[src/rtl/e_8_downcount_timer.sv]
// rtl/e_8_downcount_timer.sv - loadable down-counter/timer with pause, prescaler and auto-reload
module e_8_downcount_timer #(
    parameter int WIDTH    = 8,
    parameter int PRESCALE = 1
) (
    input  logic             clk,
    input  logic             rst,
    input  logic             load,
    input  logic [WIDTH-1:0] load_val,
    input  logic             start,
    input  logic             pause,
    input  logic             auto_reload,
    output logic [WIDTH-1:0] count,
    output logic             busy,
    output logic             tc,
    output logic             done
);

    localparam int PW = (PRESCALE > 1) ? $clog2(PRESCALE) : 1;
    localparam logic [PW-1:0] PS_MAX = PW'(PRESCALE - 1);

    typedef enum logic [1:0] {
        IDLE,
        RUN,
        PAUSE,
        DONE
    } state_t;

    state_t           state, state_nx;
    logic [WIDTH-1:0] count_nx;
    logic [WIDTH-1:0] reload_reg, reload_nx;
    logic [PW-1:0]    prescaler, prescaler_nx;
    logic             tc_nx;
    logic             tick;

    assign tick = (prescaler == PS_MAX);
    assign busy = (state == RUN);
    assign done = (state == DONE);

    always_ff @(posedge clk or posedge rst) begin
        if (rst) begin
            state      <= IDLE;
            count      <= '0;
            reload_reg <= '0;
            prescaler  <= '0;
            tc         <= 1'b0;
        end else begin
            state      <= state_nx;
            count      <= count_nx;
            reload_reg <= reload_nx;
            prescaler  <= prescaler_nx;
            tc         <= tc_nx;
        end
    end

    // load beats pause, pause beats start; pause also blocks start outside RUN
    always_comb begin
        state_nx     = state;
        count_nx     = count;
        reload_nx    = reload_reg;
        prescaler_nx = prescaler;
        tc_nx        = 1'b0;

        if (load) begin
            count_nx     = load_val;
            reload_nx    = load_val;
            prescaler_nx = '0;
            state_nx     = IDLE;
        end else if (pause) begin
            if (state == RUN) begin
                state_nx = PAUSE;
            end
        end else if (state == RUN) begin
            if (tick) begin
                prescaler_nx = '0;
                if (count == WIDTH'(1)) begin
                    tc_nx = 1'b1;
                    if (auto_reload && (reload_reg != '0)) begin
                        count_nx = reload_reg;
                    end else begin
                        count_nx = '0;
                        state_nx = DONE;
                    end
                end else if (count != '0) begin
                    count_nx = count - WIDTH'(1);
                end
            end else begin
                prescaler_nx = prescaler + PW'(1);
            end
        end else if (start) begin
            // a zero count never enters RUN, so it cannot wrap below zero
            if (count != '0) begin
                state_nx = RUN;
            end else begin
                tc_nx    = 1'b1;
                state_nx = DONE;
            end
        end
    end

endmodule

[config.mk]
export PLATFORM = sky130hd
export DESIGN_NAME = e_8_downcount_timer
export DESIGN_NICKNAME = d
export VERILOG_FILES = /design/src/rtl/e_8_downcount_timer.sv
export SDC_FILE = /design/constraint.sdc
export NUM_CORES = 1
export LEC_CHECK = 0
export CORE_MARGIN = 3
export CORE_UTILIZATION = 50
export CTS_BUF_LIST = sky130_fd_sc_hd__clkbuf_8
export CTS_CLUSTER_SIZE = 16
export DETAILED_ROUTE_END_ITERATION = 8
export PLACE_DENSITY = 0.83
export SLEW_MARGIN = 15
export SYNTH_ARGS = -nofsm -noshare
export SYNTH_HDL_FRONTEND = slang
export SYNTH_SLANG_ARGS = --single-unit
[constraint.sdc]
create_clock -name clk -period 5 [get_ports clk]
set_input_delay 0.75 -clock clk [delete_from_list [all_inputs] [get_ports clk]]
set_output_delay 0.75 -clock clk [all_outputs]
set_load 0.02 [all_outputs]
==> results of run 1 <==
kinds of logic (layout without fill, tap and decap cells):
| group | Yosys count | after routing |
|---|---|---|
| and+or+nand+nor | 41 | 41 |
| AOI/OAI and AO/OA | 34 | 34 |
| DFF | 19 | 19 |
| buffers and inverters | 16 | 38 |
| muxes | 6 | 6 |
| adders and majority gates | 2 | 2 |
| xor gates and xnor gates | 2 | 2 |
layout by cell type (no fill, tap or decap), drive strengths merged, types with 2 or more instances in the layout:
cell type | Yosys | routed
clkdlybuf4s50 | 0 | 24
a2111oi | 2 | 2
a221oi | 4 | 4
nor4 | 3 | 3
inv | 10 | 11
or4 | 2 | 2
o31ai | 4 | 4
nor3b | 2 | 2
a31oi | 4 | 4
dfrtp | 19 | 19
mux2 | 5 | 5
nand2b | 6 | 6
o21ai | 3 | 3
or3b | 2 | 2
clkbuf | 4 | 3
a41oi | 3 | 3
ha | 2 | 2
nor3 | 8 | 8
o21bai | 2 | 2
a22oi | 2 | 2
nand2 | 12 | 12
a21oi | 3 | 3
power by group:
part	leakage, nW	total [mW]	internal (mW)	switching (mW)
combinational	0.312	0.121	0.0618	0.0592
clock	0.0269	0.105	0.0546	0.0501
sequential	0.228	0.201	0.171	0.0302
worst reg2reg max path: stages (launching register included):
cell	delay [ns]
dfrtp_1	0.43
inv_1	0.10
ha_1	0.20
nor3b_1	0.49
a31oi_2	0.34
or2_2	0.47
a31oi_1	0.19
layout make-up:
type | count | area, sq um | share of cell area, %
timing repair buffer | 24 | 240 | 16.1
inverter | 10 | 37.5 | 2.52
multi-input combinational | 85 | 657 | 44.1
tap | 28 | 35.0 | 2.35
clock inverter | 1 | 3.75 | 0.252
sequential | 19 | 475 | 31.9
clock buffer | 3 | 41.3 | 2.77
routing by layer:
layer  part of all wire [%]  wire (um)  vias up
li1                       -          -      494
met1                     43       1200      521
met2                     50       1400       42
met3                    5.2        144        6
met4                    1.6         44        0
met5                      0          0        -
path summary, 6_finish.rpt:
| kind | start | endpoint | slack, ns | cells after the start |
|---|---|---|---|---|
| min | reload_reg[1] | reload_reg[1] | 0.55 | 2 |
| min reg2reg | reload_reg[1] | reload_reg[1] | 0.55 | 2 |
| max in group asynchronous | rst | state[1] | 3.63 | 2 |
| max | load | count[3] | 2.42 | 4 |
| min in group asynchronous | rst | reload_reg[6] | 0.91 | 2 |
| max reg2reg | count[1] | count[7] | 2.70 | 6 |
==> metrics.md, run 1 <==
| Metric | Value |
|---|---|
| Status | `finished clean` |
| Synth top area cells | `dfrtp_1 40%, mux2_2 4.7%, a41oi_2 4.1%` |
| Simple-Gate Fraction of Synth Area | `21.0%` |
| Max VDD drop | `207 uV` |
| Slowest cell on crit path | `clkdlybuf4s50_1` |
| Placed cell count | `166` |
| Pre-CTS setup slack | `2.16 ns` |
| Core area | `2230 sq um` |
| Crit start category | `input pin` |
| Crit Path Category | `input pin to register` |
| # diodes | `0` |
| Mux contribution to synthesized area | `5.54%` |
| Crit path DAT | `2.76 ns` |
| First drt pass iteration count | `4` |
| Worst Hold Class | `register to register` |
| Postcts setup bufs | `0` |
| CP endpoint kind | `register` |
| CP Data Required Time | `5.18 ns` |
| Crit-path cells | `clkdlybuf4s50_1 -> a2111oi_4 -> a221oi_1 -> a21oi_1` |
| CTS tree | `yes` |
| WL/cell | `16.4 um` |
| Clock sink count | `19` |
| Endpoints failing hold | `0` |
| Fin cells | `170` |
| Post-Syn Area | `1200 sq um` |
| Synth async-reset ratio | `100%` |
| Final Setup Violations | `0` |
| Grt met1 use | `27.7%` |
| Hold slack | `0.554 ns` |
| Final Critical Period | `2.58 ns` |
| # IOs | `25` |
| Largest net degree at the start of global routing | `33` |
| Worst Clk Skew | `0.00334 ns` |
| Worst setup slack after layout | `2.42 ns` |
| Synth Area in Compound Gates | `24.8%` |
| PostCTS Resize Cnt | `0` |
| Syn-to-layout area delta | `24.6%` |
| Drt total wl | `2.79 mm` |
| First-pass GRT wire length | `4.65 mm` |
| Fillers | `192` |
| Top Usage Layer GRT | `met2` |
| Core Rows | `17` |
| Max Fanout on Critical Path | `32` |
| Vias in the first global route | `1021` |
| Clk_lat worst skew | `0.26 ns` |
| Hpwl dp | `2.01 mm` |
| Tcrit/Tclk final | `51.6%` |
| Top cells by count, synth | `19 x dfrtp_1, 12 x nand2_1, 10 x inv_1, 8 x nor3_1, 6 x nand2b_1` |
| YS warnings | `0` |
| H-tree depth | `1` |
| Die area | `3020 sq um` |
| Count of cell types in the netlist | `43` |
| Syn avg cell area | `9.97 sq um` |
| Post-synth EDFFs | `0` |
| Via/cell ratio | `6.25` |
| Gpl congestion | `0.858` |
| PwrDens | `287 nW/um^2` |
| Post-CTS Hold Fix Bufs | `0` |
| Die W | `54.9 um` |
| Initial antenna violation count | `0` |
| Cell taking the most area after synthesis | `dfrtp_1` |
| GR Layer Usage met3 | `3.75%` |
| Adder-cell share of the synthesized area | `2.09%` |
| Relative slew slack | `24.2%` |
| Crit path buffers/inverters | `1` |
| Worst slew pin tran | `1.13 ns` |
| Slowest stage delay, CP | `0.99 ns` |
| DRC Markers | `0` |
| Syn nets | `136` |
| RSZ-0062 raised after global routing | `false` |
| Via count | `1063` |
| Num CTS Buffers | `3` |
| Layout Nets | `159` |
| Post-Synth XOR/XNOR Area | `1.46%` |
| Max-slew violations | `0` |
| FF+latch count, synth | `19` |
| Fin util | `66.7%` |
| Clock-pin slew on the worst setup and hold paths | `0.07 ns` |
| Ratio of cells with drive above 1 in the final layout | `12.7%` |
| Max Fclk | `388 MHz` |
| Clk buf depth | `2` |
| Maxcap violations | `0` |
| Grt met2 use | `35.0%` |
| Antenna viol nets, final | `0` |
| Root buf cell | `clkbuf_8` |
| Most numerous cell in the Yosys netlist | `dfrtp_1` |
| Synth Instances | `120` |
| Design area | `1490 sq um` |
| Detailed Route Iter0 Violations | `28` |
| # port buffers | `24` |
| Synth Flop Type | `dfrtp_1` |
| Starting density of the core | `53.6%` |
| Leak | `0.567 nW` |
| Area fraction of the dominant cell type after synthesis | `39.7%` |
| CP top delay family | `compound AO/OA/AOI/OAI gates` |
| Main combinational cell family by area after synthesis | `compound AO/OA/AOI/OAI gates` |
| Seq/Total Area, Yosys | `39.7%` |
| Setup TNS | `0 ns` |
| Design Power | `0.427 mW` |
| Total grt overflow | `0` |
| Gr usage total | `21.5%` |
| Die H | `54.9 um` |
| DP Area | `1450 sq um` |
No activity file was read; power rests on OpenSTA's default activity.
==> run 2: changes to the inputs <==
==> constraint.sdc (replaced) <==
create_clock -name clk -period 2.42 [get_ports clk]
set_input_delay 0.363 -clock clk [delete_from_list [all_inputs] [get_ports clk]]
set_output_delay 0.363 -clock clk [all_outputs]
set_load 0.02 [all_outputs]
==> metrics.md, run 2 (same netlist as run 1, synthesis figures left out) <==
| Metric | Value |
|---|---|
| Status | `finished clean` |
| Tcrit/Tclk final | `89.9%` |
| Hpwl dp | `2.16 mm` |
| Worst slew pin tran | `0.725 ns` |
| Area of the multi-input gates | `657 sq um` |
| Via count | `1064` |
| CP endpoint kind | `register` |
| Core area | `2230 sq um` |
| Initial antenna violation count | `0` |
| Design Power | `0.890 mW` |
| # diodes | `0` |
| Maxcap violations | `0` |
| Setup TNS | `0 ns` |
| Post-CTS Hold Fix Bufs | `0` |
| Power Internal | `0.601 mW` |
| Syn-to-layout area delta | `28.3%` |
| CTS tree | `yes` |
| Total grt overflow | `0` |
| Vias in the first global route | `1051` |
| Postcts setup bufs | `0` |
| Largest net degree at the start of global routing | `20` |
| Clk_lat worst skew | `0.25 ns` |
| Starting density of the core | `53.6%` |
| CP Data Required Time | `2.60 ns` |
| Psw | `0.290 mW` |
| PwrDens | `580 nW/um^2` |
| R2R Path End | `count[1]` |
| PostCTS Resize Cnt | `0` |
| First drt pass iteration count | `4` |
| Max VDD drop | `447 uV` |
| # port buffers | `24` |
| Switching fraction of total power | `32.5%` |
| Max Fclk | `460 MHz` |
| RSZ-0062 raised after global routing | `false` |
| Crit Path Category | `register to register` |
| Commonest non-fill, non-tap cell in the layout | `clkdlybuf4s50_1` |
| Power share of the combinational group | `29.1%` |
| Antenna viol nets, final | `0` |
| Ratio of cells with drive above 1 in the final layout | `16.2%` |
| Crit start category | `register` |
| WL/cell | `16.3 um` |
| # IOs | `25` |
| Worst Hold Class | `input pin to asynchronous set/reset pin` |
| First-pass GRT wire length | `4.64 mm` |
| H-tree depth | `1` |
| Endpoints failing hold | `0` |
| Clock sink count | `19` |
| Critical R2R Launch | `count[1]` |
| Root buf cell | `clkbuf_8` |
| Die area | `3020 sq um` |
| Flop pwr share | `46.6%` |
| Crit path DAT | `2.35 ns` |
| Relative slew slack | `51.6%` |
| Clock-pin slew on the worst setup and hold paths | `0.07 ns` |
| Detailed Route Iter0 Violations | `26` |
| DRC Markers | `0` |
| Clock power frac | `24.3%` |
| Final Critical Period | `2.18 ns` |
| Die H | `54.9 um` |
| Setup slack, reg-to-reg | `0.24 ns` |
| Gr usage total | `21.7%` |
| Clk buf depth | `2` |
| Drt total wl | `2.88 mm` |
| Layout Nets | `165` |
| Sequential Area | `475 sq um` |
| Fillers | `177` |
| Worst r2r path cells | `6` |
| Max Fanout on Critical Path | `6` |
| Max-slew violations | `0` |
| Final Setup Violations | `0` |
| Die W | `54.9 um` |
| Core Rows | `17` |
| Num CTS Buffers | `3` |
| Leak | `0.598 nW` |
| Via/cell ratio | `6.05` |
| Fin util | `68.7%` |
| Worst Clk Skew | `0.00364 ns` |
| Gpl congestion | `0.876` |
| Most frequent cells in the layout | `24 x clkdlybuf4s50_1, 19 x dfrtp_1, 12 x nand2_1` |
## run 2: worst max path at each step
| stage | start | to | slack, ns | cells after the start |
|---|---|---|---|---|
| after floorplan | count[1] | count[1] | 0.40 | 6 |
| after global placement | auto_reload | count[5] | 0.25 | 5 |
| after detailed placement | auto_reload | count[1] | 0.17 | 5 |
| after CTS | count[1] | count[1] | 0.23 | 6 |
| after global routing | count[1] | count[1] | 0.11 | 6 |
| final | count[1] | count[1] | 0.24 | 6 |
## run 2: worst max-delay path, cell delays in order, from the launching register on
cell	delay, ns
dfrtp_1	0.43
inv_1	0.10
ha_1	0.17
or4bb_1	0.55
a2111oi_4	0.52
nand2_1	0.13
a41oi_2	0.20
## run 2: layout make-up
class                           instances  share of cell area (%)
Inverter                               10                    2.44
Timing Repair Buffer                   30                    18.6
Clock buffer                            3                    2.69
Tap cell                               28                    2.28
Clock inverter                          1                   0.244
Sequential cell                        19                    31.0
Multi-Input combinational cell         85                    42.8
## run 2: power groups by stage
stage          combinational, mW  sequential (mW)  clock (mW)
6_report                   0.259            0.415       0.216
2_1_floorplan              0.145            0.422           0
4_1_cts                    0.260            0.413       0.222
5_1_grt                    0.284            0.421       0.231
3_3_place_gp               0.253            0.415           0
3_5_place_dp               0.259            0.418           0
## run 2: metal layers
metal  global-route usage, %  wire length, um  up-vias
met5                       0                0        -
met2                    35.0             1410       35
met1                    27.4             1260      511
li1                        -                -      514
met3                    4.02              176        4
met4                    11.7               28        0
## run 2: through the flow
step                hold WS (ns)  area [sq um]  instances  worst slack, ns
floorplan                  0.314          1200        120            0.401
global placement           0.523          1490        172            0.252
detailed placement         0.528          1490        172            0.166
CTS                        0.544          1540        176            0.235
global route               0.558          1540        176            0.112
finish                     0.538          1540        176            0.244
==> run 3: changes to the inputs <==
--- a/config.mk
+++ b/config.mk
@@ -6,12 +6,13 @@
 export NUM_CORES = 1
 export LEC_CHECK = 0
 export CORE_MARGIN = 3
-export CORE_UTILIZATION = 50
+export CORE_UTILIZATION = 40
 export CTS_BUF_LIST = sky130_fd_sc_hd__clkbuf_8
 export CTS_CLUSTER_SIZE = 16
 export DETAILED_ROUTE_END_ITERATION = 8
-export PLACE_DENSITY = 0.83
-export SLEW_MARGIN = 15
+export PLACE_DENSITY = 0.7
+export SETUP_SLACK_MARGIN = 0.4
+export SLEW_MARGIN = 20
 export SYNTH_ARGS = -nofsm -noshare
 export SYNTH_HDL_FRONTEND = slang
 export SYNTH_SLANG_ARGS = --single-unit
==> metrics.md, run 3 (same netlist as run 1, synthesis figures left out) <==
| Metric | Value |
|---|---|
| Status | `finished clean` |
| Crit start category | `register` |
| Worst Clk Skew | `0.00579 ns` |
| Layout Nets | `170` |
| Gr usage total | `18.3%` |
| Drt total wl | `3.12 mm` |
| Final Setup Violations | `0` |
| Setup TNS | `0 ns` |
| PwrDens | `582 nW/um^2` |
| Initial antenna violation count | `0` |
| Clock sink count | `19` |
| Power Internal | `0.620 mW` |
| H-tree depth | `1` |
| Final Critical Period | `1.96 ns` |
| Ratio of cells with drive above 1 in the final layout | `22.9%` |
| Vias in the first global route | `1124` |
| Placed cell count | `175` |
| Maxcap violations | `0` |
| Num CTS Buffers | `3` |
| Endpoints failing hold | `0` |
| Relative slew slack | `50.6%` |
| Commonest non-fill, non-tap cell in the layout | `clkdlybuf4s50_1` |
| Crit Path Category | `register to register` |
| CTS tree | `yes` |
| Clock power frac | `24.2%` |
| Largest net degree at the start of global routing | `20` |
| Detailed Route Iter0 Violations | `48` |
| # IOs | `25` |
| CP endpoint kind | `register` |
| Gpl congestion | `0.818` |
| Clk_lat worst skew | `0.26 ns` |
| Worst slew pin tran | `0.740 ns` |
| R2R Path End | `count[6]` |
| Flop pwr share | `44.9%` |
| Via count | `1104` |
| Core area | `2810 sq um` |
| CP Data Required Time | `2.61 ns` |
| Max VDD drop | `555 uV` |
| RSZ-0062 raised after global routing | `true` |
| First drt pass iteration count | `4` |
| Starting density of the core | `42.6%` |
| Critical R2R Launch | `count[1]` |
| Crit path DAT | `2.14 ns` |
| Power share of the combinational group | `30.9%` |
| Die W | `60.7 um` |
| Worst Hold Class | `input pin to asynchronous set/reset pin` |
| Psw | `0.311 mW` |
| Max Fanout on Critical Path | `6` |
| Syn-to-layout area delta | `33.8%` |
| Clk buf depth | `2` |
| Max-slew violations | `0` |
| Most frequent cells in the layout | `24 x clkdlybuf4s50_1, 18 x dfrtp_1, 12 x nand2_1` |
| # port buffers | `24` |
| Clock-pin slew on the worst setup and hold paths | `0.07 ns` |
| Leak | `0.622 nW` |
| Root buf cell | `clkbuf_8` |
| WL/cell | `17.0 um` |
| Max Fclk | `511 MHz` |
| Tcrit/Tclk final | `80.9%` |
| Total grt overflow | `0` |
| Setup slack, reg-to-reg | `0.46 ns` |
| Switching fraction of total power | `33.4%` |
| Die H | `60.7 um` |
| Fin cells | `184` |
| DRC Markers | `0` |
| # diodes | `0` |
| Core Rows | `19` |
| Worst r2r path cells | `7` |
| Antenna viol nets, final | `0` |
| First-pass GRT wire length | `5.03 mm` |
| Die area | `3680 sq um` |
| Hpwl dp | `2.23 mm` |
| Via/cell ratio | `6.00` |
| Design Power | `0.931 mW` |
[run 3: layout make-up]
class	instances	area [sq um]
Multi-Input combinational cell	85	678
Sequential cell	19	477
Clock inverter	1	5.00
Fill cell	252	1200
Inverter	10	37.5
Tap cell	31	38.8
Clock buffer	3	41.3
Timing Repair Buffer	35	323
[run 3: routing by layer]
layer	share of wire (%)	global-route usage (%)	wire, um	up-vias
met5	0	0	0	-
met4	1.4	3.72	44	0
met3	5.7	4.68	177	6
met2	50	31.5	1560	41
met1	43	23.2	1340	537
li1	-	-	-	520
[run 3: power groups by stage]
stage / sequential, mW / combinational, mW / clock, mW
floorplan: 0.422 / 0.145 / 0
CTS: 0.413 / 0.270 / 0.228
detailed placement: 0.420 / 0.259 / 0
finish: 0.418 / 0.288 / 0.226
global route: 0.423 / 0.311 / 0.240
global placement: 0.417 / 0.255 / 0
[run 3: worst max-delay path by stage]
stage | to | depth (start not counted) | slack (ns) | start
floorplan | count[1] | 6 | 0.40 | count[1]
global placement | count[5] | 5 | 0.25 | auto_reload
detailed placement | count[6] | 5 | 0.17 | auto_reload
CTS | count[7] | 6 | 0.40 | count[0]
global route | count[0] | 7 | 0.36 | count[1]
finish | count[6] | 7 | 0.46 | count[1]
[run 3: stage by stage]
| step | worst slack [ns] | hold WS, ns | cell area (sq um) | utilization (%) |
|---|---|---|---|---|
| 3_5_place_dp | 0.167 | 0.526 | 1490 | 53.3 |
| 4_1_cts | 0.404 | 0.546 | 1560 | 55.7 |
| 3_3_place_gp | 0.249 | 0.523 | 1490 | 53.3 |
| 2_1_floorplan | 0.401 | 0.314 | 1200 | - |
| 5_1_grt | 0.361 | 0.582 | 1600 | 57.0 |
| 6_report | 0.461 | 0.519 | 1600 | 57.0 |
[run 3: repair_timing]
action                     in CTS  in global routing
setup endpoints to repair       7                  9
gates resized for setup         3                  3
hold buffers                    0                  0
setup buffers                   2                  3
pin swaps                       2                  6
[run 3: worst max-delay path: stages, from the launching register on]
cell and delay (ns):
dfrtp_1 0.39, inv_2 0.08, ha_4 0.13, or4bb_4 0.54, a2111oi_4 0.28, buf_4 0.21
nand2_1 0.08, a41oi_2 0.17
